`config.mk`:
```
export PLATFORM = sky130hd
export DESIGN_NAME = qpi_dsm_status_writer
export DESIGN_NICKNAME = d
export VERILOG_FILES = /design/src/rtl/qpi_dsm_pkg.sv /design/src/rtl/qpi_dsm_status_writer_addr_gen.sv /design/src/rtl/qpi_dsm_status_writer.sv
export SDC_FILE = /design/constraint.sdc
export NUM_CORES = 1
export LEC_CHECK = 0
export CORE_AREA = 2 2 276 278
export CTS_BUF_LIST = sky130_fd_sc_hd__clkbuf_8
export CTS_CLUSTER_DIAMETER = 30
export DETAILED_ROUTE_END_ITERATION = 16
export DIE_AREA = 0 0 278 280
export DONT_BUFFER_PORTS = 1
export GPL_TIMING_DRIVEN = 0
export SLEW_MARGIN = 40
export SYNTH_ARGS = -nofsm -noshare
export SYNTH_HDL_FRONTEND = slang
export SYNTH_HIERARCHICAL = 1
export SYNTH_SLANG_ARGS = --single-unit
```
`constraint.sdc`:
```
create_clock -name clk -period 4.84 [get_ports clk]
set_input_delay 1.21 -clock clk [delete_from_list [all_inputs] [get_ports clk]]
set_output_delay 1.21 -clock clk [all_outputs]
set_load 0.03 [all_outputs]
```
`src/rtl/qpi_dsm_pkg.sv`:
```
// DSM writer shared types, constants and line builders.
// Also carries the QPI CSR / TX1 / RX1 bundle types.
package qpi_dsm_pkg;

  typedef enum logic [2:0] {
    IDLE,
    SEND_ID,
    WAIT_ID,
    READY,
    SEND_ST,
    WAIT_ST
  } dsm_state_e;

  localparam logic [3:0]  REQ_WRLINE      = 4'h2;
  localparam logic [31:0] DSM_AFU_ID_LINE = 32'd0;

  typedef struct packed {
    logic [63:0] afu_dsm_base;
    logic        afu_dsm_base_valid;
  } afu_csr_t;

  typedef struct packed {
    logic [3:0]  req_type;
    logic [31:0] address;
    logic [12:0] mdata;
  } tx_hdr_t;

  typedef struct packed {
    tx_hdr_t      header;
    logic         wrvalid;
    logic [511:0] data;
  } tx_c1_t;

  typedef struct packed {
    logic [3:0]  resp_type;
    logic [12:0] mdata;
  } rx_hdr_t;

  typedef struct packed {
    rx_hdr_t header;
    logic    wrvalid;
  } rx_c1_t;

  function automatic logic [511:0] build_id_line(
    input logic [127:0] id
  );
    logic [511:0] l;
    l = '0;
    l[127:0] = id;
    return l;
  endfunction

  function automatic logic [511:0] build_status_line(
    input logic [63:0] s
  );
    logic [511:0] l;
    l = '0;
    l[63:0] = s;
    l[64] = 1'b1;
    return l;
  endfunction

endpackage

```
`src/rtl/qpi_dsm_status_writer_addr_gen.sv`:
```
// DSM line address: base line plus offset, wrapping at 2^32.
// Purely combinational.
module qpi_dsm_addr_gen
  import qpi_dsm_pkg::*;
(
  input  logic [31:0] base_line,
  input  logic [31:0] offset,
  output logic [31:0] line_addr
);

  assign line_addr = base_line + offset;

endmodule

```
`src/rtl/qpi_dsm_status_writer.sv`:
```
// DSM writer: ID line to DSM line 0, then status lines.
// QPI_DSM_WRITE_ACK_EN: wait for the write ack before moving on.
module qpi_dsm_status_writer
  import qpi_dsm_pkg::*;
#(
  parameter logic [127:0] AFU_ID             = 128'h0,
  parameter logic [31:0]  STATUS_LINE_OFFSET = 32'd1,
  parameter logic [12:0]  MDATA_TAG          = 13'h1D4
)(
  input  logic        clk,
  input  logic        reset,
  input  afu_csr_t    csr,
  output tx_c1_t      tx1,
  input  logic        tx1_almostfull,
  input  rx_c1_t      rx1,
  input  logic        status_valid,
  input  logic [63:0] status_data,
  output logic        status_ready,
  output logic        afu_id_written
);

  localparam logic [12:0] TAG_ID =
    {MDATA_TAG[12:1], 1'b0};
  localparam logic [12:0] TAG_ST =
    {MDATA_TAG[12:1], 1'b1};

  dsm_state_e  state;
  dsm_state_e  state_n;
  logic [63:0] st_data;
  logic [31:0] offset;
  logic [31:0] line_addr;
  logic        base_valid;
  logic        issue;
  logic        accept;
  tx_c1_t      tx_n;
  logic        id_n;

  assign base_valid = csr.afu_dsm_base_valid;
  assign accept = (state == READY) &&
                  status_valid && status_ready;
  assign issue = base_valid && !tx1_almostfull &&
                 ((state == SEND_ID) ||
                  (state == SEND_ST));
  assign offset = (state == SEND_ID) ?
                  DSM_AFU_ID_LINE : STATUS_LINE_OFFSET;

`ifdef QPI_DSM_WRITE_ACK_EN
  logic ack_id;
  logic ack_st;
  assign ack_id = rx1.wrvalid &&
                  (rx1.header.mdata == TAG_ID);
  assign ack_st = rx1.wrvalid &&
                  (rx1.header.mdata == TAG_ST);
`endif

  qpi_dsm_addr_gen u_addr (
    .base_line (csr.afu_dsm_base[37:6]),
    .offset    (offset),
    .line_addr (line_addr)
  );

  // State register
  always_ff @(posedge clk) begin
    if (reset) state <= IDLE;
    else       state <= state_n;
  end

  // Next state; losing the DSM base aborts to IDLE
  always_comb begin
    state_n = state;
    if (!base_valid) begin
      state_n = IDLE;
    end else begin
      unique case (state)
        IDLE:    state_n = SEND_ID;
`ifdef QPI_DSM_WRITE_ACK_EN
        SEND_ID: if (issue) state_n = WAIT_ID;
        WAIT_ID: if (ack_id) state_n = READY;
        SEND_ST: if (issue) state_n = WAIT_ST;
        WAIT_ST: if (ack_st) state_n = READY;
`else
        SEND_ID: if (issue) state_n = READY;
        SEND_ST: if (issue) state_n = READY;
`endif
        READY:   if (accept) state_n = SEND_ST;
        default: state_n = IDLE;
      endcase
    end
  end

  // Next values of the registered outputs
  always_comb begin
    tx_n = tx1;
    tx_n.wrvalid = 1'b0;
    if (issue) begin
      tx_n.wrvalid = 1'b1;
      tx_n.header.req_type = REQ_WRLINE;
      tx_n.header.address = line_addr;
      if (state == SEND_ID) begin
        tx_n.header.mdata = TAG_ID;
        tx_n.data = build_id_line(AFU_ID);
      end else begin
        tx_n.header.mdata = TAG_ST;
        tx_n.data = build_status_line(st_data);
      end
    end
    id_n = afu_id_written;
    if (!base_valid) begin
      id_n = 1'b0;
`ifdef QPI_DSM_WRITE_ACK_EN
    end else if (state == WAIT_ID && ack_id) begin
`else
    end else if (state == SEND_ID && issue) begin
`endif
      id_n = 1'b1;
    end
  end

  // Status payload capture on handshake
  always_ff @(posedge clk) begin
    if (reset)       st_data <= '0;
    else if (accept) st_data <= status_data;
  end

  // Output registers
  always_ff @(posedge clk) begin
    if (reset) begin
      tx1            <= '0;
      status_ready   <= 1'b0;
      afu_id_written <= 1'b0;
    end else begin
      tx1            <= tx_n;
      status_ready   <= (state_n == READY);
      afu_id_written <= id_n;
    end
  end

endmodule

```
==> flow_metrics.py, run 1 <==
metrics = {
    "hold_path": {
        "hold_path.class": "reg -> reg",
        "hold_depth": 2,
    },
    "layout": {
        "final_util_pct": 20.7,
        "fin_cells": 2911,
        "area_growth_pct": 28.5,
        "drive_gt1_share_pct": 27.8,
        "nNetsFinal": 2102,
    },
    "synthesis": {
        "synth_top_area_cell": "buf_4",
        "ys_top_cells_by_area": "buf_4 (29%), dfxtp_1 (28%), nand2b_1 (8.5%), mux2i_1 (5.5%), o32ai_1 (4.7%)",
        "synth_cells": 1412,
        "ys.flop_type": "dfxtp_1",
        "synth_edf_count": 0,
        "ys_seq_area_share_pct": 27.8,
        "synth_top_area_share_pct": 29.2,
        "synth_seq_cells": 168,
        "yosysUniqueCellTypes": 61,
        "async_flop_share_pct": 0,
        "syn-cell-area_mm2": 0.0121,
        "synth-warning-count": 6,
        "syn_area_per_cell_um2": 8.57,
    },
    "sta": {
        "drv_slew": 0,
        "fin_tns_setup_ps": 0,
        "fin_skew_ps": 29.1,
        "setup_viol": 0,
        "final_hold_viol_count": 0,
        "tightestPinTransition_ps": 757,
        "max-slew-margin-rel_pct": 49.5,
        "rsz0062_at_grt": "no",
        "fin_crit_ps": 3350,
        "timing.fmax_mhz": 298,
        "min_period_over_period_pct": 69.3,
        "timing.hold.ws_ps": 489,
    },
    "place": {
        "gp_routability_congestion": 0.824,
        "hpwl_um": 30900,
        "io_buffer_count": 0,
        "dp_cells": 2878,
    },
    "worst_setup_path": {
        "crit_top_cell": "nand2b_1",
        "cp_num_cells": 13,
        "endpoint_kind": "flop",
        "crit_buf_inv": 0,
        "cp.required_ps": 5330,
        "cpPeakStageDelay_ps": 500,
        "arrival_ps": 3840,
        "crit_type": "reg -> reg",
        "slowest_stage": "dfxtp_1",
        "r2r_slack_ps": 1490,
        "crit_family": "compound AO/OA/AOI/OAI gates",
        "cp_max_fo": 6,
        "rr_worst_depth": 13,
        "path_cells": "nor2b_4, nand2b_1, ha_1, fa_1, a21o_1, a31o_2, nand3_1, o221ai_1, a311oi_1, o21bai_1, xor2_1, nand2b_1, o21ai_1",
        "startpoint_type": "flop",
    },
    "detailed_routing": {
        "vias": 9153,
        "drc": 0,
        "vias_per_cell": 3.14,
        "dr.pass1.iters": 5,
        "drt_iter0_markers": 292,
        "finalWirelength_um": 37300,
        "postRouteAntennaNets": 0,
        "post_drt_wl_per_cell_um": 12.8,
    },
    "floorplanning": {
        "start_util_pct": 16.1,
        "design.core.area_mm2": 0.0752,
        "die_y_um": 280,
        "ios": 715,
        "die_w_um": 278,
        "dieArea_mm2": 0.0778,
        "rows": 101,
    },
    "global_route": {
        "grt_usage_pct": 9.17,
        "grt_max_degree": 19,
        "grt_use_met1_pct": 10.3,
        "grt_pass1_vias": 8375,
        "grt_pass1_wl_um": 53400,
        "top_usage_layer": "met2",
        "grt_use_met2_pct": 16.2,
        "overflow": 0,
        "grt_use_met3_pct": 3.47,
        "antenna_found_initial": 3,
    },
    "power_and_ir_drop": {
        "p_switching_uw": 1470,
        "p_clk_share_pct": 28.8,
        "p_int_uw": 2180,
        "power_density_mw_per_mm2": 235,
        "switching_share_pct": 40.3,
        "seqPwrFrac_pct": 38.9,
        "power_frac_comb_pct": 32.3,
        "peakVddDrop_uv": 139,
        "total_power_uw": 3650,
        "p_leak_uw": 0.00735,
    },
    "outcome": {
        "run_status": "finished clean",
    },
    "run": {
        "maxCapViolations": 0,
    },
    "clocking": {
        "cts_hold_buf": 0,
        "clk-insertion-delay-late_ps": 540,
        "cts_tree": "built",
        "post_cts_resize_count": 0,
        "cts_buffers": 17,
        "clock-sinks": 168,
        "postCtsSetupRepairBufs": 0,
        "path_clk_slew_ps": 130,
        "clockBufferDepth": 2,
        "root_buffer": "clkbuf_8",
        "htreeDepth": 4,
    },
}
tightest hold or removal path, stage by stage, from the launching register on:
cell      delay, ps
dfxtp_1         310
nand2b_1         80
o32ai_1          70
synth_stat cells, drive strengths merged (4+ instances only):
| cell type | instances |
|---|---|
| buf | 489 |
| xnor2 | 14 |
| or2 | 4 |
| nand2 | 19 |
| nor2b | 34 |
| nand4 | 9 |
| clkbuf | 44 |
| nand3 | 12 |
| a21oi | 35 |
| nand2b | 165 |
| nor2 | 18 |
| mux2i | 66 |
| o21bai | 5 |
| dfxtp | 168 |
| a21o | 19 |
| ha | 31 |
| xor2 | 15 |
| inv | 72 |
| o21ai | 81 |
| o32ai | 65 |
| nor3 | 4 |
cells by family (layout without fill, tap and decap cells):
| logic type | count (synthesis) | after routing | share of synthesized area [%] |
|---|---|---|---|
| buf+inv | 605 | 637 | 34.0 |
| xor+xnor | 29 | 29 | 2.16 |
| flops | 168 | 168 | 27.8 |
| simple gates | 275 | 275 | 13.7 |
| mux | 66 | 66 | 5.46 |
| other cells | 1 | 490 | 0.0310 |
| fa+ha+maj | 32 | 32 | 3.37 |
| compound gates | 236 | 236 | 13.5 |
cells in the final DEF, fill, tap and decap left out, types with 4 or more instances in the layout:
cell type and n:
a21o_1 19, a21oi_1 35, buf_2 9, buf_4 470, buf_6 9, clkbuf_1 42
clkbuf_8 17, conb_1 489, dfxtp_1 168, ha_1 31, inv_1 72, inv_6 6
mux2i_1 66, nand2_1 19, nand2b_1 164, nand3_1 12, nand4_1 9, nor2_1 17
nor2b_1 33, nor3_1 4, o21ai_0 51, o21ai_1 29, o21bai_1 4, o32ai_1 65
or2_2 4, xnor2_1 13, xor2_1 15
path summary, 6_finish.rpt:
path                                          startpoint                     to
worst min-delay path            st_data[57]$_SDFFE_PP0P_   tx1[57]$_SDFFE_PP0P_
worst min register to register  st_data[57]$_SDFFE_PP0P_   tx1[57]$_SDFFE_PP0P_
worst max register to register       state[0]$_SDFF_PP0_  tx1[552]$_SDFFE_PP0P_
worst max-delay path                 state[0]$_SDFF_PP0_  tx1[552]$_SDFFE_PP0P_
flip-flops by register name, summed over array words and instances, names as in the netlist:
register,count
status_ready,1
tx1,99
afu_id_written,1
st_data,64
state,3
per-stage QoR:
stage | setup WS (ps) | area, um2
after floorplan | 1570 | 13900
after global placement | 1020 | 15200
after detailed placement | 1160 | 15200
after CTS | 1410 | 15600
after global routing | 1190 | 15600
final | 1490 | 15600
power groups by stage:
stage	combinational [uW]	clock (uW)	sequential [uW]
after floorplan	1060	0	1450
after global placement	1140	0	1450
final	1180	1050	1420
after CTS	1150	1120	1420
after detailed placement	1140	0	1450
after global routing	1270	1160	1420
routing by layer:
layer / up-vias / routed length, um / share of wire, %
met1: 4034 / 14900 / 40
li1: 4763 / - / -
met2: 326 / 18800 / 51
met3: 30 / 3080 / 8.3
met4: 0 / 459 / 1.2
met5: - / 0 / 0
final cells by class:
cell class	count	area [um2]
multi-input cells	1127	6470
flip-flops and latches	168	3360
fillers	8389	59600
diodes	1	2.50
clock buffers	17	234
plain buffers	533	3850
well taps	978	1220
inverters	72	270
clock inverters	15	148
Power figures use the tool's default switching activity.
==> run 2: changes to the inputs <==
==> constraint.sdc (replaced) <==
create_clock -name clk -period 3.3 [get_ports clk]
set_input_delay 0.825 -clock clk [delete_from_list [all_inputs] [get_ports clk]]
set_output_delay 0.825 -clock clk [all_outputs]
set_load 0.03 [all_outputs]
==> run 2 against run 1 <==
Net effect: die area unchanged; register-to-register slack got worse by 1300 ps; critical path depth did not move; non-clock buffer count is the same; clock-buffer cell count stayed put; setup slack worse by 1300 ps; design area rose by 0.10%; sequential power is 46% higher; utilization about the same; global-route usage unchanged; largest cell class unchanged.
==> flow_metrics.py, run 2 (same netlist as run 1, synthesis figures left out) <==
metrics = {
    "outcome": {
        "run_status": "finished clean",
    },
    "detailed_routing": {
        "finalWirelength_um": 37200,
        "postRouteAntennaNets": 0,
        "vias_per_cell": 3.13,
        "drt_iter0_markers": 267,
        "drc": 0,
        "post_drt_wl_per_cell_um": 12.8,
        "vias": 9122,
        "dr.pass1.iters": 6,
    },
    "global_route": {
        "overflow": 0,
        "grt_usage_pct": 9.17,
        "antenna_found_initial": 3,
        "grt_pass1_wl_um": 53400,
        "grt_max_degree": 19,
        "grt_pass1_vias": 8378,
    },
    "worst_setup_path": {
        "crit_type": "reg -> reg",
        "crit_top_cell": "nand2b_1",
        "startpoint_type": "flop",
        "endpoint_kind": "flop",
        "cp.required_ps": 3790,
        "rr_worst_depth": 13,
        "arrival_ps": 3550,
        "slowest_stage": "dfxtp_2",
        "crit_buf_inv": 0,
        "path_cells": "nor2b_4, nand2b_1, ha_1, fa_1, a21o_1, a31o_2, nand3_1, o221ai_2, a311oi_1, o21bai_1, xor2_1, nand2b_1, o21ai_1",
        "cp_num_cells": 13,
        "cpPeakStageDelay_ps": 420,
        "crit_family": "compound AO/OA/AOI/OAI gates",
        "cp_max_fo": 6,
    },
    "clocking": {
        "clock-sinks": 168,
        "htreeDepth": 4,
        "postCtsSetupRepairBufs": 0,
        "clockBufferDepth": 2,
        "cts_buffers": 17,
        "root_buffer": "clkbuf_8",
        "path_clk_slew_ps": 130,
        "cts_tree": "built",
        "post_cts_resize_count": 2,
        "cts_hold_buf": 0,
        "clk-insertion-delay-late_ps": 540,
    },
    "sta": {
        "min_period_over_period_pct": 93.0,
        "timing.hold.ws_ps": 433,
        "setup_slack_ps": 230,
        "drv_slew": 0,
        "rsz0062_at_grt": "yes",
        "fin_tns_setup_ps": 0,
        "max-slew-margin-rel_pct": 49.1,
        "fin_skew_ps": 27.3,
        "setup_viol": 0,
        "timing.fmax_mhz": 326,
        "tightestPinTransition_ps": 764,
        "fin_crit_ps": 3070,
        "final_hold_viol_count": 0,
    },
    "run": {
        "maxCapViolations": 0,
    },
    "hold_path": {
        "hold_depth": 2,
        "hold_path.class": "in -> reg",
    },
    "layout": {
        "final_cell_mix": "conb_1 (489), buf_4 (470), dfxtp_1 (166), nand2b_1 (164), inv_1 (72)",
        "area_growth_pct": 28.7,
        "drive_gt1_share_pct": 28.1,
        "largest_reg_flops": 99,
        "largest-register": "tx1",
        "top_regs": "tx1: 99 flops, st_data: 64 flops, state: 3 flops",
        "nNetsFinal": 2102,
        "fin_cells": 2911,
        "final_common_cell": "conb_1",
        "postLayoutCellArea_mm2": 0.0156,
    },
    "place": {
        "placed_area_mm2": 0.0152,
        "place_ws_ps": -118,
        "hpwl_um": 30900,
        "gp_routability_congestion": 0.824,
        "io_buffer_count": 0,
        "dp_cells": 2878,
    },
    "floorplanning": {
        "rows": 101,
        "dieArea_mm2": 0.0778,
        "die_w_um": 278,
        "design.core.area_mm2": 0.0752,
        "die_y_um": 280,
        "start_util_pct": 16.1,
        "ios": 715,
    },
    "power_and_ir_drop": {
        "power_frac_comb_pct": 32.4,
        "p_clk_share_pct": 28.7,
        "p_int_uw": 3200,
        "seqPwrFrac_pct": 38.9,
        "switching_share_pct": 40.2,
        "p_switching_uw": 2150,
        "power_density_mw_per_mm2": 344,
        "p_leak_uw": 0.00735,
        "peakVddDrop_uv": 202,
    },
}
-- run 2: cell counts in the layout (fill, tap and decap cells not counted) --
No cell type changed its count.
-- run 2: per-layer routing --
layer	routed length [um]	global-route usage [%]
met5	0	0
met4	451	2.38
met3	3090	3.47
met2	18800	16.2
met1	14900	10.3
-- run 2: area by class of cell --
type                            count  area, um2
Antenna cell                        1       2.50
Buffer                            533       3850
Clock buffer                       17        234
Clock inverter                     15        148
Fill cell                        8385      59600
Inverter                           72        270
Multi-Input combinational cell   1127       6480
Sequential cell                   168       3370
Tap cell                          978       1220
-- run 2: per-stage QoR --
step | power, uW | util, %
floorplan | 3670 | -
global placement | 3810 | 20.2
detailed placement | 3810 | 20.2
CTS | 5410 | 20.7
global route | 5650 | 20.7
finish | 5360 | 20.7
-- run 2: worst paths after layout --
check	startpoint	endpoint	slack, ps
worst max-delay path	state[0]$_SDFF_PP0_	tx1[552]$_SDFFE_PP0P_	230
worst min-delay path	status_data[8]	st_data[8]$_SDFFE_PP0P_	430
worst max register to register	state[0]$_SDFF_PP0_	tx1[552]$_SDFFE_PP0P_	230
worst min register to register	st_data[57]$_SDFFE_PP0P_	tx1[57]$_SDFFE_PP0P_	490
-- run 2: power by group through the flow --
stage	Sequential [uW]	Clock (uW)	Combinational, uW
after detailed placement	2130	0	1680
after CTS	2090	1640	1680
after floorplan	2120	0	1550
after global routing	2090	1700	1870
final	2080	1540	1730
after global placement	2130	0	1680
==> run 3: changes to the inputs <==
--- a/config.mk
+++ b/config.mk
@@ -12,6 +12,7 @@
 export DIE_AREA = 0 0 278 280
 export DONT_BUFFER_PORTS = 1
 export GPL_TIMING_DRIVEN = 0
+export PLACE_DENSITY = 0.4
 export SLEW_MARGIN = 40
 export SYNTH_ARGS = -nofsm -noshare
 export SYNTH_HDL_FRONTEND = slang
==> run 3 against run 2 <==
Net effect: setup slack got worse by 23 ps; utilization rose by 0.070 points; cell count barely moved; clock power rose by 3%; critical path depth did not move; global-route usage rose by 0.48 points; sequential power barely moved.
==> flow_metrics.py, run 3 (same netlist as run 1, synthesis figures left out) <==
metrics = {
    "layout": {
        "final_cell_mix": "conb_1 (489), buf_4 (471), dfxtp_1 (165), nand2b_1 (164), inv_1 (73)",
        "nNetsFinal": 2103,
        "largest_reg_flops": 99,
        "largest-register": "tx1",
        "postLayoutCellArea_mm2": 0.0156,
        "final_common_cell": "conb_1",
        "fin_cells": 2913,
        "area_growth_pct": 29.1,
        "top_regs": "tx1: 99 flops, st_data: 64 flops, state: 3 flops",
        "drive_gt1_share_pct": 28.3,
    },
    "detailed_routing": {
        "finalWirelength_um": 39500,
        "vias": 9341,
        "postRouteAntennaNets": 0,
        "met2_wirelength_um": 20200,
        "met3_length_um": 3380,
        "dr.pass1.iters": 4,
        "highest_layer": "met5",
        "drt_iter0_markers": 394,
        "post_drt_wl_per_cell_um": 13.6,
        "drc": 0,
        "wl_met1_um": 15400,
        "vias_per_cell": 3.21,
    },
    "sta": {
        "setup_viol": 0,
        "fin_crit_ps": 3090,
        "fin_skew_ps": 29.0,
        "timing.fmax_mhz": 323,
        "max-slew-margin-rel_pct": 58.3,
        "min_period_over_period_pct": 93.7,
        "final_hold_viol_count": 0,
        "tightestPinTransition_ps": 625,
        "setup_slack_ps": 208,
        "drv_slew": 0,
    },
    "worst_setup_path": {
        "crit_type": "reg -> reg",
        "arrival_ps": 3570,
        "rr_worst_depth": 13,
        "r2r_slack_ps": 210,
        "startpoint_type": "flop",
        "cp_max_fo": 5,
        "timing.rr.start": "state[0]$_SDFF_PP0_",
        "setup.worst_path.start": "state[0]$_SDFF_PP0_",
        "cp.required_ps": 3780,
        "endpoint_kind": "flop",
    },
    "power_and_ir_drop": {
        "p_leak_uw": 0.00737,
        "seqPwrFrac_pct": 38.4,
        "peakVddDrop_uv": 256,
        "total_power_uw": 5420,
        "p_clk_share_pct": 29.1,
        "p_switching_uw": 2100,
        "switching_share_pct": 38.8,
        "power_frac_comb_pct": 32.5,
        "power_density_mw_per_mm2": 347,
        "p_int_uw": 3320,
    },
    "global_route": {
        "grt_usage_pct": 9.65,
        "grt_max_degree": 17,
        "overflow": 0,
        "antenna_found_initial": 3,
        "grt_pass1_wl_um": 55500,
        "grt_pass1_vias": 8391,
    },
    "floorplanning": {
        "design.core.area_mm2": 0.0752,
        "die_w_um": 278,
        "start_util_pct": 16.1,
        "dieArea_mm2": 0.0778,
        "rows": 101,
        "ios": 715,
        "die_y_um": 280,
    },
    "outcome": {
        "run_status": "finished clean",
    },
    "place": {
        "gp_routability_congestion": 0.775,
        "placed_area_mm2": 0.0152,
        "hpwl_um": 32500,
        "dp_cells": 2878,
        "place_ws_ps": -341,
        "io_buffer_count": 0,
    },
    "clocking": {
        "root_buffer": "clkbuf_8",
        "cts_buffers": 17,
        "clk-insertion-delay-late_ps": 550,
        "path_clk_slew_ps": 120,
        "clock-sinks": 168,
        "cts_hold_buf": 0,
        "cts_tree": "built",
        "htreeDepth": 4,
        "clockBufferDepth": 2,
    },
    "hold_path": {
        "hold_depth": 2,
        "min_from": "status_data[50]",
        "hold_path.class": "in -> reg",
    },
    "run": {
        "maxCapViolations": 0,
    },
}
[run 3: changes by cell type in the layout (fill, tap and decap cells not counted), sizes merged]
cell	previous run	this run
inv	81	78
bufinv	0	2
diode	1	3
buf	489	490
clkinv	4	3
clkinvlp	2	3
[run 3: worst max-delay path, stage by stage, from the launching register on]
cell and delay, ps:
dfxtp_4 400, nor2b_4 190, nand2b_1 120, ha_1 270, fa_1 410, a21o_1 230
a31o_2 290, nand3_1 160, o221ai_4 190, a311oi_2 270, o21bai_1 110, xor2_1 210
nand2b_1 80, o21ai_1 100
[run 3: power groups by stage]
stage | Combinational [uW] | Clock, uW | Sequential [uW]
floorplan | 1550 | 0 | 2120
global placement | 1690 | 0 | 2130
detailed placement | 1690 | 0 | 2130
CTS | 1710 | 1700 | 2090
global route | 1900 | 1750 | 2090
finish | 1760 | 1580 | 2080
[run 3: final cells by class]
cell class                 instances  area [um2]
timing repair buffer               1        7.51
clock buffer                      17         234
tap                              978        1220
inverter                          72         270
clock inverter                    14         150
sequential                       168        3370
multi-input combinational       1127        6510
antenna                            3        7.51
buffer                           533        3850
fill                            8422       59600
[run 3: per-layer routing]
layer / GRT usage, % / vias to the layer above
li1: - / 4773
met2: 17.1 / 327
met3: 3.56 / 29
met4: 3.12 / 2
met5: 0 / -
met1: 10.6 / 4210
[run 3: per-stage QoR]
step / TNS [ps] / utilization, % / hold slack, ps
3_5_place_dp: -897 / 20.2 / 480
4_1_cts: 0 / 20.7 / 308
3_3_place_gp: -448 / 20.2 / 471
6_report: 0 / 20.8 / 408
2_1_floorplan: 0 / - / 459
5_1_grt: -5.11 / 20.8 / 352
[run 3: worst paths after layout]
kind	to
worst max-delay path	tx1[552]$_SDFFE_PP0P_
worst min-delay path	st_data[50]$_SDFFE_PP0P_
worst max register to register	tx1[552]$_SDFFE_PP0P_
worst min register to register	tx1[36]$_SDFFE_PP0P_
[run 3: what timing repair did]
action / CTS / global route
gates resized for setup: 5 / 6
gates cloned: 0 / 0
endpoints found under the setup margin: 7 / 7
endpoints found under the hold margin: 0 / 0
pin swaps: 0 / 3
buffers inserted: 0 / 1
